<file path="src/rtl/audio_clock_regeneration_decoder.sv">
// Audio Clock Regeneration decoder: validates ACR packets, locks on a
// stable N/CTS pair and regenerates 128*fs ticks and an fs sample strobe.
//
// Ports:
//   clk_pixel      - sole clock, rising edge
//   reset          - synchronous active-high reset
//   packet_valid   - one-cycle strobe qualifying header/sub
//   header[23:0]   - packet header, HB0 = header[7:0]
//   sub[3:0][55:0] - the four subpackets
//   n_value        - last accepted N
//   cts_value      - last accepted CTS
//   locked         - high while the lock FSM is LOCKED
//   acr_error      - one-cycle pulse on a malformed ACR packet
//   tick_128fs     - one-cycle pulse at 128*fs
//   sample_strobe  - one-cycle pulse at fs
module audio_clock_regeneration_decoder #(
    parameter int unsigned CTS_TOLERANCE  = 4,
    parameter int unsigned LOCK_COUNT     = 2,
    parameter int unsigned TIMEOUT_CYCLES = 1000000
) (
    input  logic        clk_pixel,
    input  logic        reset,
    input  logic        packet_valid,
    input  logic [23:0] header,
    input  logic [55:0] sub [3:0],
    output logic [19:0] n_value,
    output logic [19:0] cts_value,
    output logic        locked,
    output logic        acr_error,
    output logic        tick_128fs,
    output logic        sample_strobe
);

    localparam int TW = $clog2(TIMEOUT_CYCLES + 1);
    localparam logic [TW-1:0] TMAX = TW'(TIMEOUT_CYCLES);
    localparam logic [3:0] LC = 4'(LOCK_COUNT);
    localparam logic [20:0] TOL = 21'(CTS_TOLERANCE);

    typedef enum logic [1:0] {
        ST_UNLOCKED,
        ST_ACQUIRE,
        ST_LOCKED
    } state_e;

    state_e        state_q, state_d;
    logic [3:0]    match_cnt_q, match_cnt_d;
    logic [TW-1:0] tmo_q, tmo_d;
    logic [19:0]   n_q, n_d;
    logic [19:0]   cts_q, cts_d;
    logic [20:0]   acc_q, acc_d;
    logic [6:0]    tcnt_q, tcnt_d;
    logic          locked_q, locked_d;
    logic          err_q, err_d;
    logic          tick_q, tick_d;
    logic          strobe_q, strobe_d;

    logic               is_acr;
    logic               malformed;
    logic               accept;
    logic               is_match;
    logic               run;
    logic [19:0]        pkt_n;
    logic [19:0]        pkt_cts;
    logic signed [20:0] cts_diff;
    logic [20:0]        cts_abs;
    logic [20:0]        acc_sum;
    logic               unused_hdr;

    // HB1/HB2 carry nothing this block needs.
    assign unused_hdr = ^header[23:8];

    assign is_acr  = packet_valid && (header[7:0] == 8'h01);
    assign pkt_n   = {sub[0][35:32], sub[0][47:40], sub[0][55:48]};
    assign pkt_cts = {sub[0][11:8], sub[0][23:16], sub[0][31:24]};

    assign malformed = (sub[1] != sub[0]) || (sub[2] != sub[0]) ||
                       (sub[3] != sub[0]) ||
                       (sub[0][39:36] != 4'd0) ||
                       (sub[0][15:12] != 4'd0) ||
                       (sub[0][7:0] != 8'd0) ||
                       (pkt_n == 20'd0) || (pkt_cts == 20'd0) ||
                       (pkt_n >= pkt_cts);

    assign accept = is_acr && !malformed;

    // Signed 21-bit difference so the absolute value never overflows.
    assign cts_diff = $signed({1'b0, pkt_cts}) - $signed({1'b0, cts_q});
    assign cts_abs  = cts_diff[20] ? (~cts_diff + 21'd1) : cts_diff;
    assign is_match = (pkt_n == n_q) && (cts_abs <= TOL);

    always_comb begin
        state_d     = state_q;
        match_cnt_d = match_cnt_q;
        tmo_d       = tmo_q;
        if (accept) begin
            tmo_d = '0;
            case (state_q)
                ST_UNLOCKED: begin
                    match_cnt_d = 4'd1;
                    state_d = (LC == 4'd1) ? ST_LOCKED : ST_ACQUIRE;
                end
                ST_ACQUIRE: begin
                    if (is_match) begin
                        match_cnt_d = match_cnt_q + 4'd1;
                        if ((match_cnt_q + 4'd1) >= LC)
                            state_d = ST_LOCKED;
                    end else begin
                        match_cnt_d = 4'd1;
                    end
                end
                ST_LOCKED: begin
                    if (!is_match) begin
                        state_d     = ST_ACQUIRE;
                        match_cnt_d = 4'd1;
                    end
                end
                default: begin
                    state_d     = ST_UNLOCKED;
                    match_cnt_d = 4'd0;
                end
            endcase
        end else if (!is_acr) begin
            // A malformed packet freezes the counter; idle cycles count.
            if (tmo_q != TMAX)
                tmo_d = tmo_q + TW'(1);
            if (tmo_d == TMAX && state_q != ST_UNLOCKED) begin
                state_d     = ST_UNLOCKED;
                match_cnt_d = 4'd0;
            end
        end
    end

    // Accumulate only across cycles that stay LOCKED with no rewrite,
    // so a tick is never emitted after lock is lost.
    assign run     = (state_q == ST_LOCKED) && (state_d == ST_LOCKED) &&
                     !accept;
    assign acc_sum = acc_q + {1'b0, n_q};

    always_comb begin
        n_d      = accept ? pkt_n : n_q;
        cts_d    = accept ? pkt_cts : cts_q;
        acc_d    = '0;
        tick_d   = 1'b0;
        tcnt_d   = tcnt_q;
        strobe_d = 1'b0;
        if (run) begin
            if (acc_sum >= {1'b0, cts_q}) begin
                acc_d  = acc_sum - {1'b0, cts_q};
                tick_d = 1'b1;
            end else begin
                acc_d = acc_sum;
            end
        end
        if (state_d != ST_LOCKED) begin
            tcnt_d = '0;
        end else if (tick_d) begin
            tcnt_d   = tcnt_q + 7'd1;
            strobe_d = (tcnt_q == 7'd127);
        end
        locked_d = (state_d == ST_LOCKED);
        err_d    = is_acr && malformed;
    end

    always_ff @(posedge clk_pixel) begin
        if (reset) begin
            state_q     <= ST_UNLOCKED;
            match_cnt_q <= '0;
            tmo_q       <= '0;
            n_q         <= '0;
            cts_q       <= '0;
            acc_q       <= '0;
            tcnt_q      <= '0;
            locked_q    <= 1'b0;
            err_q       <= 1'b0;
            tick_q      <= 1'b0;
            strobe_q    <= 1'b0;
        end else begin
            state_q     <= state_d;
            match_cnt_q <= match_cnt_d;
            tmo_q       <= tmo_d;
            n_q         <= n_d;
            cts_q       <= cts_d;
            acc_q       <= acc_d;
            tcnt_q      <= tcnt_d;
            locked_q    <= locked_d;
            err_q       <= err_d;
            tick_q      <= tick_d;
            strobe_q    <= strobe_d;
        end
    end

    assign n_value       = n_q;
    assign cts_value     = cts_q;
    assign locked        = locked_q;
    assign acr_error     = err_q;
    assign tick_128fs    = tick_q;
    assign sample_strobe = strobe_q;

endmodule

</file>
<file path="config.mk">
export PLATFORM = sky130hd
export DESIGN_NAME = audio_clock_regeneration_decoder
export DESIGN_NICKNAME = d
export VERILOG_FILES = /design/src/rtl/audio_clock_regeneration_decoder.sv
export SDC_FILE = /design/constraint.sdc
export NUM_CORES = 1
export LEC_CHECK = 0
export BUFFER_PORTS_ARGS = -buffer_cell sky130_fd_sc_hd__buf_4
export CAP_MARGIN = 20
export CORE_MARGIN = 5
export CORE_UTILIZATION = 56
export CTS_BUF_LIST = sky130_fd_sc_hd__clkbuf_2
export CTS_CLUSTER_SIZE = 40
export DETAILED_ROUTE_END_ITERATION = 8
export GPL_TIMING_DRIVEN = 0
export PLACE_DENSITY = 0.84
export SLEW_MARGIN = 20
export SYNTH_ARGS = -nofsm -noshare
export SYNTH_HDL_FRONTEND = slang
export SYNTH_SLANG_ARGS = --single-unit
</file>
<file path="constraint.sdc">
create_clock -name clk_pixel -period 7.1 [get_ports clk_pixel]
set_input_delay 1.42 -clock clk_pixel [delete_from_list [all_inputs] [get_ports clk_pixel]]
set_output_delay 1.42 -clock clk_pixel [all_outputs]
set_load 0.02 [all_outputs]
</file>
==> reports/results.ini <==
[worst_setup_path]
worstPathArrival_ps = 7240
crit_chain = ha_1 > a21o_1 > a21oi_1 > o21bai_1 > a31oi_1 > nor2b_1 > nor2_1 > o21ai_0 > a21oi_1 > xnor2_1 > ha_1 > nand4_1 > nor2_1 > inv_1 > a211oi_1 > o311ai_0 > a31oi_1 > nor2_1 > and2_1 > mux2i_1 > nand3_1 > or4_1 > a21oi_1
startpoint_type = flop
critical_path_class = reg2reg
cp_max_fo = 10
slowest_stage = mux2i_1
end_kind = flop
cp_slowest_stage_delay_ps = 800
cp.required_ps = 7690

[global_route]
grt_pass1_vias = 12305
antenna_found_initial = 2
grt_max_degree = 20
overflow = 0
grt_usage = 0.398
grt_pass1_wl_um = 69000

[synth]
synthCells = 1493
synth_area_leaders = dfxtp_1 18%, ha_1 9.7%, xnor2_1 8.6%
synth_top_cell_area_share = 0.179
synth.most_common_cell = nand2_1
synth_fp_nets = 1832
synthTopCellsByCount = 144 x nand2_1, 130 x nor2_1, 110 x a21oi_1
yosysTopAreaCell = dfxtp_1
syn_area_per_cell_sq_um = 7.33
yosysWarnings = 0
ys_ff_latch = 98
synth-main-ff-cell = dfxtp_1
netlist-cell-type-count = 83
synth-edff-count = 0
yosysSeqAreaShare = 0.179
async_flop_share = 0
netlist_area_sq_um = 10900

[clock_network]
htree_levels = 3
clk_pin_slew_worst_paths_ps = 340
cts.path.max_buffers = 2
ctsHoldBuffers = 0
cts_made_buffers = 9
postCtsSetupBuffers = 0
cts_tree = built
clkSinkCount = 98
insertion_delay_ps = 620
ctsResizeCount = 0
cts_root_buf = clkbuf_2

[finish]
regArea_sq_um = 1960
fin_util = 0.697
nets = 2119
drive_gt1_frac = 0.182
multiInputGateArea_sq_um = 8460
layout.cells.non_filler = 2052
syn2layout_area_growth_pct = 23.3
fillCellCount = 1705

[pwr]
ir_worst_vdd_mv = 0.148
finalPower_mw = 1.34
power_frac_comb = 0.347
power_density_nw_per_um2 = 99.7
p_sw_frac = 0.369
seqPwrFrac = 0.414
netSwitchingPower_uw = 495
internal_power_uw = 849
pwr-share-clk = 0.238
power.leakage_nw = 5.61

[floorplanning]
initial_core_util = 0.566
die_h_um = 150
dieArea_sq_um = 22400
die_w_um = 150
ios = 295
core.rowCount = 51
coreArea_sq_um = 19300

[timing]
tightest_slew_ps = 1090
finalCritPeriodShare = 0.937
fin_crit_ps = 6650
max_freq_mhz = 150
maxSlewViolCount = 0
setup_tns_ps = 0
skew_ps = 53.5
finalSetupViolations = 0
rsz0062_at_grt = false
hold_ws_ps = 488
max_slew_margin = 0.254
finalHoldViolations = 0

[place]
gp_congestion = 1.04
portBuffers = 276
dpl.hpwl_um = 38000
place_inst = 2034

[routing]
vias = 13027
routed-wl-met2_um = 20400
wl_met1_um = 18200
postRouteAntennaNets = 0
top_layer = met4
drt_wl_total_um = 46000
vias_per_cell = 6.35
wl_per_cell_um = 22.4
first_pass_iters = 7
drtIter0Drc = 1258
met3_length_um = 5290
drc = 0

[run]
cap_violations = 0

[hold_path]
hold_path.class = reg2reg

[run_status]
outcome = complete, no violations

## critical path: cells and delay by family, from the launching register on
| family | cells | cell delay [ps] |
|---|---|---|
| AOI/OAI and AO/OA | 10 | 2410 |
| xor gates and xnor gates | 1 | 110 |
| adders and majority gates | 2 | 710 |
| buffers and inverters | 1 | 60 |
| DFF | 1 | 610 |
| muxes | 1 | 800 |
| and+or+nand+nor | 8 | 1940 |
## stage by stage
| stage | worst slack (ps) | cell area [sq um] |
|---|---|---|
| 2_1_floorplan | 1600 | 10900 |
| 3_3_place_gp | 384 | 13300 |
| 3_5_place_dp | 365 | 13300 |
| 4_1_cts | 631 | 13500 |
| 5_1_grt | 112 | 13500 |
| 6_report | 446 | 13500 |
## flip-flops by register name, summed over array words and instances (netlist names)
name	count
sample_strobe	1
tick_128fs	1
tcnt_q	7
acr_error	1
tmo_q	20
n_value	20
cts_value	20
locked	1
match_cnt_q	4
state_q	2
acc_q	21
## metal layers
layer / vias to the layer above / track usage
met5: - / 0
met4: 0 / 0.178
met3: 149 / 0.0790
met2: 754 / 0.634
met1: 6100 / 0.521
li1: 6024 / -
## logic make-up after synthesis
kind of cell / after synthesis / synth area share
AOI/OAI and AO/OA: 304 / 0.184
xor gates and xnor gates: 185 / 0.149
adders and majority gates: 88 / 0.103
buffers and inverters: 133 / 0.0468
DFF: 98 / 0.179
muxes: 23 / 0.0213
and+or+nand+nor: 662 / 0.317
## cell type report
class / count / area share
Antenna cell: 2 / 0.000371
Inverter: 75 / 0.0209
Clock inverter: 7 / 0.00696
Tap cell: 265 / 0.0246
Clock buffer: 9 / 0.00334
Multi-Input combinational cell: 1262 / 0.628
Sequential cell: 98 / 0.145
Timing Repair Buffer: 276 / 0.154
Buffer: 58 / 0.0171
## final timing paths
check	from	endpoint	slack [ps]	cells past startpoint
setup / recovery	n_value[1]$_SDFFE_PP0P_	tcnt_q[5]$_SDFFE_PP0P_	450	23
hold / removal	cts_value[17]$_SDFFE_PP0P_	cts_value[17]$_SDFFE_PP0P_	490	2
setup reg to reg	n_value[1]$_SDFFE_PP0P_	tcnt_q[5]$_SDFFE_PP0P_	450	23
hold reg to reg	cts_value[17]$_SDFFE_PP0P_	cts_value[17]$_SDFFE_PP0P_	490	2
## power groups by stage
stage | combinational [mW] | sequential (mW) | clock [mW]
global route | 0.498 | 0.558 | 0.343
detailed placement | 0.450 | 0.566 | 0
finish | 0.467 | 0.557 | 0.320
CTS | 0.453 | 0.557 | 0.319
global placement | 0.447 | 0.566 | 0
floorplan | 0.230 | 0.565 | 0
## layout by cell type, fill, tap and decap left out, types with 21 or more instances in the layout
| cell | instances |
|---|---|
| nand3_1 | 53 |
| inv_1 | 75 |
| clkbuf_1 | 52 |
| nor4_1 | 54 |
| xor2_1 | 76 |
| nand2_1 | 144 |
| o21ai_0 | 29 |
| a21oi_1 | 110 |
| nor3_1 | 54 |
| ha_1 | 85 |
| xnor2_1 | 108 |
| mux2i_1 | 21 |
| a21o_1 | 23 |
| nand4_1 | 57 |
| dfxtp_1 | 98 |
| nor2b_1 | 40 |
| nor2_1 | 130 |
| buf_4 | 276 |
Note: power is estimated with default switching activity, not from simulation.
